$ cat src/rtl/button_led_mode_ctrl.sv
// button_led_mode_ctrl: debounce a raw push button, classify presses as short/long, and step the LED through OFF/ON/SLOW/FAST.
//
// Ports:
//   clk          system clock, the only clock in the block
//   rst          synchronous reset, active-high
//   push_button  raw button, active-high, asynchronous and bouncing
//   led          LED drive, active-high, registered
//   mode         current mode: 0=OFF, 1=ON, 2=SLOW, 3=FAST
//   press_pulse  one-cycle strobe on each debounced rising edge
//
// All four parameters must be >= 2.
module button_led_mode_ctrl #(
    parameter int DEBOUNCE_CYCLES = 100000,
    parameter int LONG_CYCLES     = 10000000,
    parameter int SLOW_HALF       = 5000000,
    parameter int FAST_HALF       = 1000000
) (
    input  logic       clk,
    input  logic       rst,
    input  logic       push_button,
    output logic       led,
    output logic [1:0] mode,
    output logic       press_pulse
);
    localparam int DW   = $clog2(DEBOUNCE_CYCLES);
    localparam int HW   = $clog2(LONG_CYCLES + 1);
    localparam int BMAX = SLOW_HALF > FAST_HALF ? SLOW_HALF : FAST_HALF;
    localparam int BW   = $clog2(BMAX);

    typedef enum logic [1:0] {M_OFF = 2'd0, M_ON = 2'd1, M_SLOW = 2'd2, M_FAST = 2'd3} mode_e;

    logic          s1_q, s2_q, db_q, db_prev_q, press_q, led_q, phase_q, long_fired_q;
    logic [DW-1:0] dcnt_q;
    logic [HW-1:0] hcnt_q;
    logic [BW-1:0] bcnt_q;
    mode_e         mode_q, mode_d;
    logic          rise, fall, long_hit, blinking;
    logic [1:0]    mode_inc;
    logic [BW-1:0] half_m1;

    always_comb begin
        rise     = db_q & ~db_prev_q;
        fall     = ~db_q & db_prev_q;
        // The hold counter is cleared by fall, so a long event can never coincide with a fall.
        long_hit = db_q & ~long_fired_q & (hcnt_q == HW'(LONG_CYCLES - 1));
        mode_inc = mode_q + 2'd1;
        mode_d   = long_hit ? M_OFF : (fall & ~long_fired_q) ? mode_e'(mode_inc) : mode_q;
        blinking = (mode_q == M_SLOW) || (mode_q == M_FAST);
        half_m1  = (mode_q == M_FAST) ? BW'(FAST_HALF - 1) : BW'(SLOW_HALF - 1);
    end

    always_ff @(posedge clk) begin
        if (rst) begin
            s1_q         <= 1'b0;
            s2_q         <= 1'b0;
            db_q         <= 1'b0;
            db_prev_q    <= 1'b0;
            dcnt_q       <= '0;
            hcnt_q       <= '0;
            bcnt_q       <= '0;
            long_fired_q <= 1'b0;
            mode_q       <= M_OFF;
            phase_q      <= 1'b1;
            led_q        <= 1'b0;
            press_q      <= 1'b0;
        end else begin
            s1_q <= push_button;
            s2_q <= s1_q;
            // Any return to the debounced level restarts the qualification window.
            if (s2_q == db_q) begin
                dcnt_q <= '0;
            end else if (dcnt_q == DW'(DEBOUNCE_CYCLES - 1)) begin
                db_q   <= s2_q;
                dcnt_q <= '0;
            end else begin
                dcnt_q <= dcnt_q + 1'b1;
            end
            db_prev_q <= db_q;
            press_q   <= rise;
            if (fall) begin
                hcnt_q       <= '0;
                long_fired_q <= 1'b0;
            end else begin
                if (db_q && hcnt_q != HW'(LONG_CYCLES))
                    hcnt_q <= hcnt_q + 1'b1;
                if (long_hit)
                    long_fired_q <= 1'b1;
            end
            mode_q <= mode_d;
            // A mode change restarts the blink so a new blink mode always opens with a full high half.
            if (mode_d != mode_q) begin
                bcnt_q  <= '0;
                phase_q <= 1'b1;
            end else if (!blinking) begin
                bcnt_q <= '0;
            end else if (bcnt_q == half_m1) begin
                bcnt_q  <= '0;
                phase_q <= ~phase_q;
            end else begin
                bcnt_q <= bcnt_q + 1'b1;
            end
            led_q <= (mode_q == M_OFF) ? 1'b0 : (mode_q == M_ON) ? 1'b1 : phase_q;
        end
    end

    assign led         = led_q;
    assign mode        = mode_q;
    assign press_pulse = press_q;
endmodule

$ cat config.mk
export PLATFORM = sky130hd
export DESIGN_NAME = button_led_mode_ctrl
export DESIGN_NICKNAME = d
export VERILOG_FILES = /design/src/rtl/button_led_mode_ctrl.sv
export SDC_FILE = /design/constraint.sdc
export NUM_CORES = 1
export LEC_CHECK = 0
export ABC_AREA = 1
export ABC_CLOCK_PERIOD_IN_PS = 4900
export CAP_MARGIN = 10
export CORE_ASPECT_RATIO = 0.7
export CORE_MARGIN = 4
export CORE_UTILIZATION = 60
export CTS_BUF_LIST = sky130_fd_sc_hd__clkbuf_4 sky130_fd_sc_hd__clkbuf_8 sky130_fd_sc_hd__clkbuf_16
export DETAILED_ROUTE_END_ITERATION = 10
export GPL_TIMING_DRIVEN = 0
export PLACE_DENSITY_LB_ADDON = 0.25
export SLEW_MARGIN = 5
export SYNTH_ARGS = -nofsm -noshare
export SYNTH_HDL_FRONTEND = slang
export SYNTH_SLANG_ARGS = --single-unit
$ cat constraint.sdc
create_clock -name clk -period 4.9 [get_ports clk]
set_clock_uncertainty 0.2 [all_clocks]
set_input_delay 0.735 -clock clk [delete_from_list [all_inputs] [get_ports clk]]
set_output_delay 0.735 -clock clk [all_outputs]
set_load 0.02 [all_outputs]
==> results.sh <==
export IMPL_viasPerCell=5.26
export IMPL_io_buffers=5
export IMPL_ys_seq_elements=74
export IMPL_synth_area_mm2=0.00409
export IMPL_setup_viol=0
export IMPL_die_h_um=77.0
export IMPL_utilization=0.693
export IMPL_ctsHoldBuffers=0
export IMPL_drive_gt1_frac=0.105
export IMPL_cts_sinks=74
export IMPL_cts_max_level=3
export IMPL_slew_headroom=0.671
export IMPL_ant_nets=0
export IMPL_required_ns=3.96
export IMPL_crit_chain="clkdlybuf4s50_1"
export IMPL_drt_initial_drc_count=323
export IMPL_cp_start_kind="flop"
export IMPL_critPathCaptureType="output port"
export IMPL_grt_antenna_before_repair=0
export IMPL_tns_ns=0
export IMPL_die_area_mm2=0.00822
export IMPL_cts_buffers=9
export IMPL_synthToLayoutAreaGrowth_pct=8.97
export IMPL_drt_first_pass_iters=7
export IMPL_grt_pass1_vias=3277
export IMPL_num_rows=24
export IMPL_regToRegSetupSlack_ns=2.68
export IMPL_final_nets=625
export IMPL_fmax_mhz=420
export IMPL_num_antenna_cells=0
export IMPL_syn_num_nets=609
export IMPL_vias=3733
export IMPL_grt_pass1_wl_um=15400
export IMPL_avgSynthCellArea_um2=6.83
export IMPL_slew_viol_final=0
export IMPL_synth_distinct_cells=28
export IMPL_grt_max_degree=14
export IMPL_p_total_w=0.00109
export IMPL_synth_cells=598
export IMPL_fin_crit_ns=2.38
export IMPL_cts_setup_buffers=0
export IMPL_critPathMaxStageDelay_ns=0.65
export IMPL_wl_um=8960
export IMPL_grt_ovfl_total=0
export IMPL_cts_tree="done"
export IMPL_synth_seq_area_share=0.363
export IMPL_path_clk_slew_ns=0.08
export IMPL_power_density_mw_per_mm2=246
export IMPL_rsz0062_at_grt="no"
export IMPL_critPathKind="flop to output port"
export IMPL_start_util=0.636
export IMPL_crit_slowest_cell="clkdlybuf4s50_1"
export IMPL_hold_slack_ns=0.243
export IMPL_worst_pin_slew_ns=0.493
export IMPL_status="finished, final reports clean"
export IMPL_gp_routability_congestion=0.998
export IMPL_hold_class="flop to flop"
export IMPL_grt_usage=0.232
export IMPL_die_w_um=107
export IMPL_ctsResizeCount=0
export IMPL_drc=0
export IMPL_fp_coreArea_mm2=0.00643
export IMPL_peakVddDrop_v=0.000175
export IMPL_ys_warn_count=0
export IMPL_io_pins=7
export IMPL_synth_area_leaders="dfxtp_1, nand2_1, nor2_1, xor2_1, inv_1"
export IMPL_wire_per_inst_um=12.6
export IMPL_hpwl_um=6720
export IMPL_critPathMaxFanout=6
export IMPL_hold_viol_final=0
export IMPL_timing_final_crit_share=0.486
export IMPL_crit_arrival_ns=1.44
export IMPL_insertion_delay_ns=0.34
export IMPL_cts_root_buf="clkbuf_8"
export IMPL_cp_top_family="buffers and inverters"
export IMPL_maxCapViolations=0
export IMPL_cts_max_path_buffers=2
export IMPL_synth_top_cell_area_share=0.363
export IMPL_yosys_area_top_type="dfxtp_1"
export IMPL_cp_num_buf_inv=1
export IMPL_power_leakage_nw=1.59
==> cell usage after synthesis, drive strengths merged <==
library cell / number
nand2: 156
o21ai: 10
xnor2: 13
nor2: 116
or2: 3
nand3b: 6
and3: 1
clkbuf: 2
buf: 9
a21oi: 31
dfxtp: 74
xor2: 31
nand3: 33
nor3: 21
inv: 73
nand4: 10
ha: 8
nor4: 1
==> sequential cells by signal, summed over array words and instances, names as in the netlist <==
signal	cells
led	1
bcnt_q	23
dcnt_q	17
mode	2
phase_q	1
db_prev_q	1
s1_q	1
hcnt_q	24
s2_q	1
db_q	1
long_fired_q	1
press_pulse	1
==> metal layers <==
metal,vias to the layer above,GRT usage,share of wire
met5,-,0,0
met4,0,0.0575,0.0052
met1,1696,0.363,0.51
met3,8,0.0638,0.090
li1,1894,-,-
met2,135,0.308,0.40
==> where the power goes <==
part	switching, W	leakage [nW]	internal (W)	total, W
clock	0.000232	0.103	0.000250	0.000482
combinational	0.00000757	0.887	0.00000303	0.0000106
sequential	0.000000552	0.596	0.000602	0.000602
==> final timing paths <==
kind | start | end | depth (start not counted)
worst max-delay path | mode[1]$_SDFF_PP0_ | mode[1] | 1
worst min-delay path | s1_q$_SDFF_PP0_ | s2_q$_SDFF_PP0_ | 2
worst max register to register | hcnt_q[0]$_SDFFE_PP0P_ | bcnt_q[9]$_SDFF_PP0_ | 9
worst min register to register | s1_q$_SDFF_PP0_ | s2_q$_SDFF_PP0_ | 2
==> layout by cell type, fill, tap and decap left out, drive strengths merged, types with 3 or more instances in the layout <==
cell	n
nor3	21
nand3	33
nand4	10
clkdlybuf4s50	5
nand3b	6
ha	8
clkinv	3
a21oi	31
clkbuf	12
xor2	31
o21ai	10
buf	9
nor2	116
inv	74
nand2	156
xnor2	13
dfxtp	74
or2	3
==> cells by family (layout without fill, tap and decap cells) <==
family | after synthesis | count (layout) | synth area share
and+or+nand+nor | 347 | 347 | 0.380
buffers and inverters | 84 | 105 | 0.0882
DFF | 74 | 74 | 0.363
xor gates and xnor gates | 44 | 44 | 0.0943
AOI/OAI and AO/OA | 41 | 41 | 0.0502
adders and majority gates | 8 | 8 | 0.0245
==> stage by stage <==
stage          instances  setup slack [ns]  area (um^2)
4_1_cts              710              2.50         4450
6_report             710              2.52         4450
3_3_place_gp         694              2.78         4250
2_1_floorplan        598              2.90         4090
5_1_grt              710              2.44         4450
3_5_place_dp         694              2.74         4250
==> cell type report <==
| cell class | instances | area (um^2) |
|---|---|---|
| inverters | 73 | 274 |
| plain buffers | 11 | 86.3 |
| clock buffers | 10 | 138 |
| multi-input cells | 440 | 2240 |
| repair buffers | 5 | 50.0 |
| fillers | 590 | 1970 |
| well taps | 91 | 114 |
| clock inverters | 6 | 65.1 |
| flip-flops and latches | 74 | 1480 |
Power figures use the tool's default switching activity.
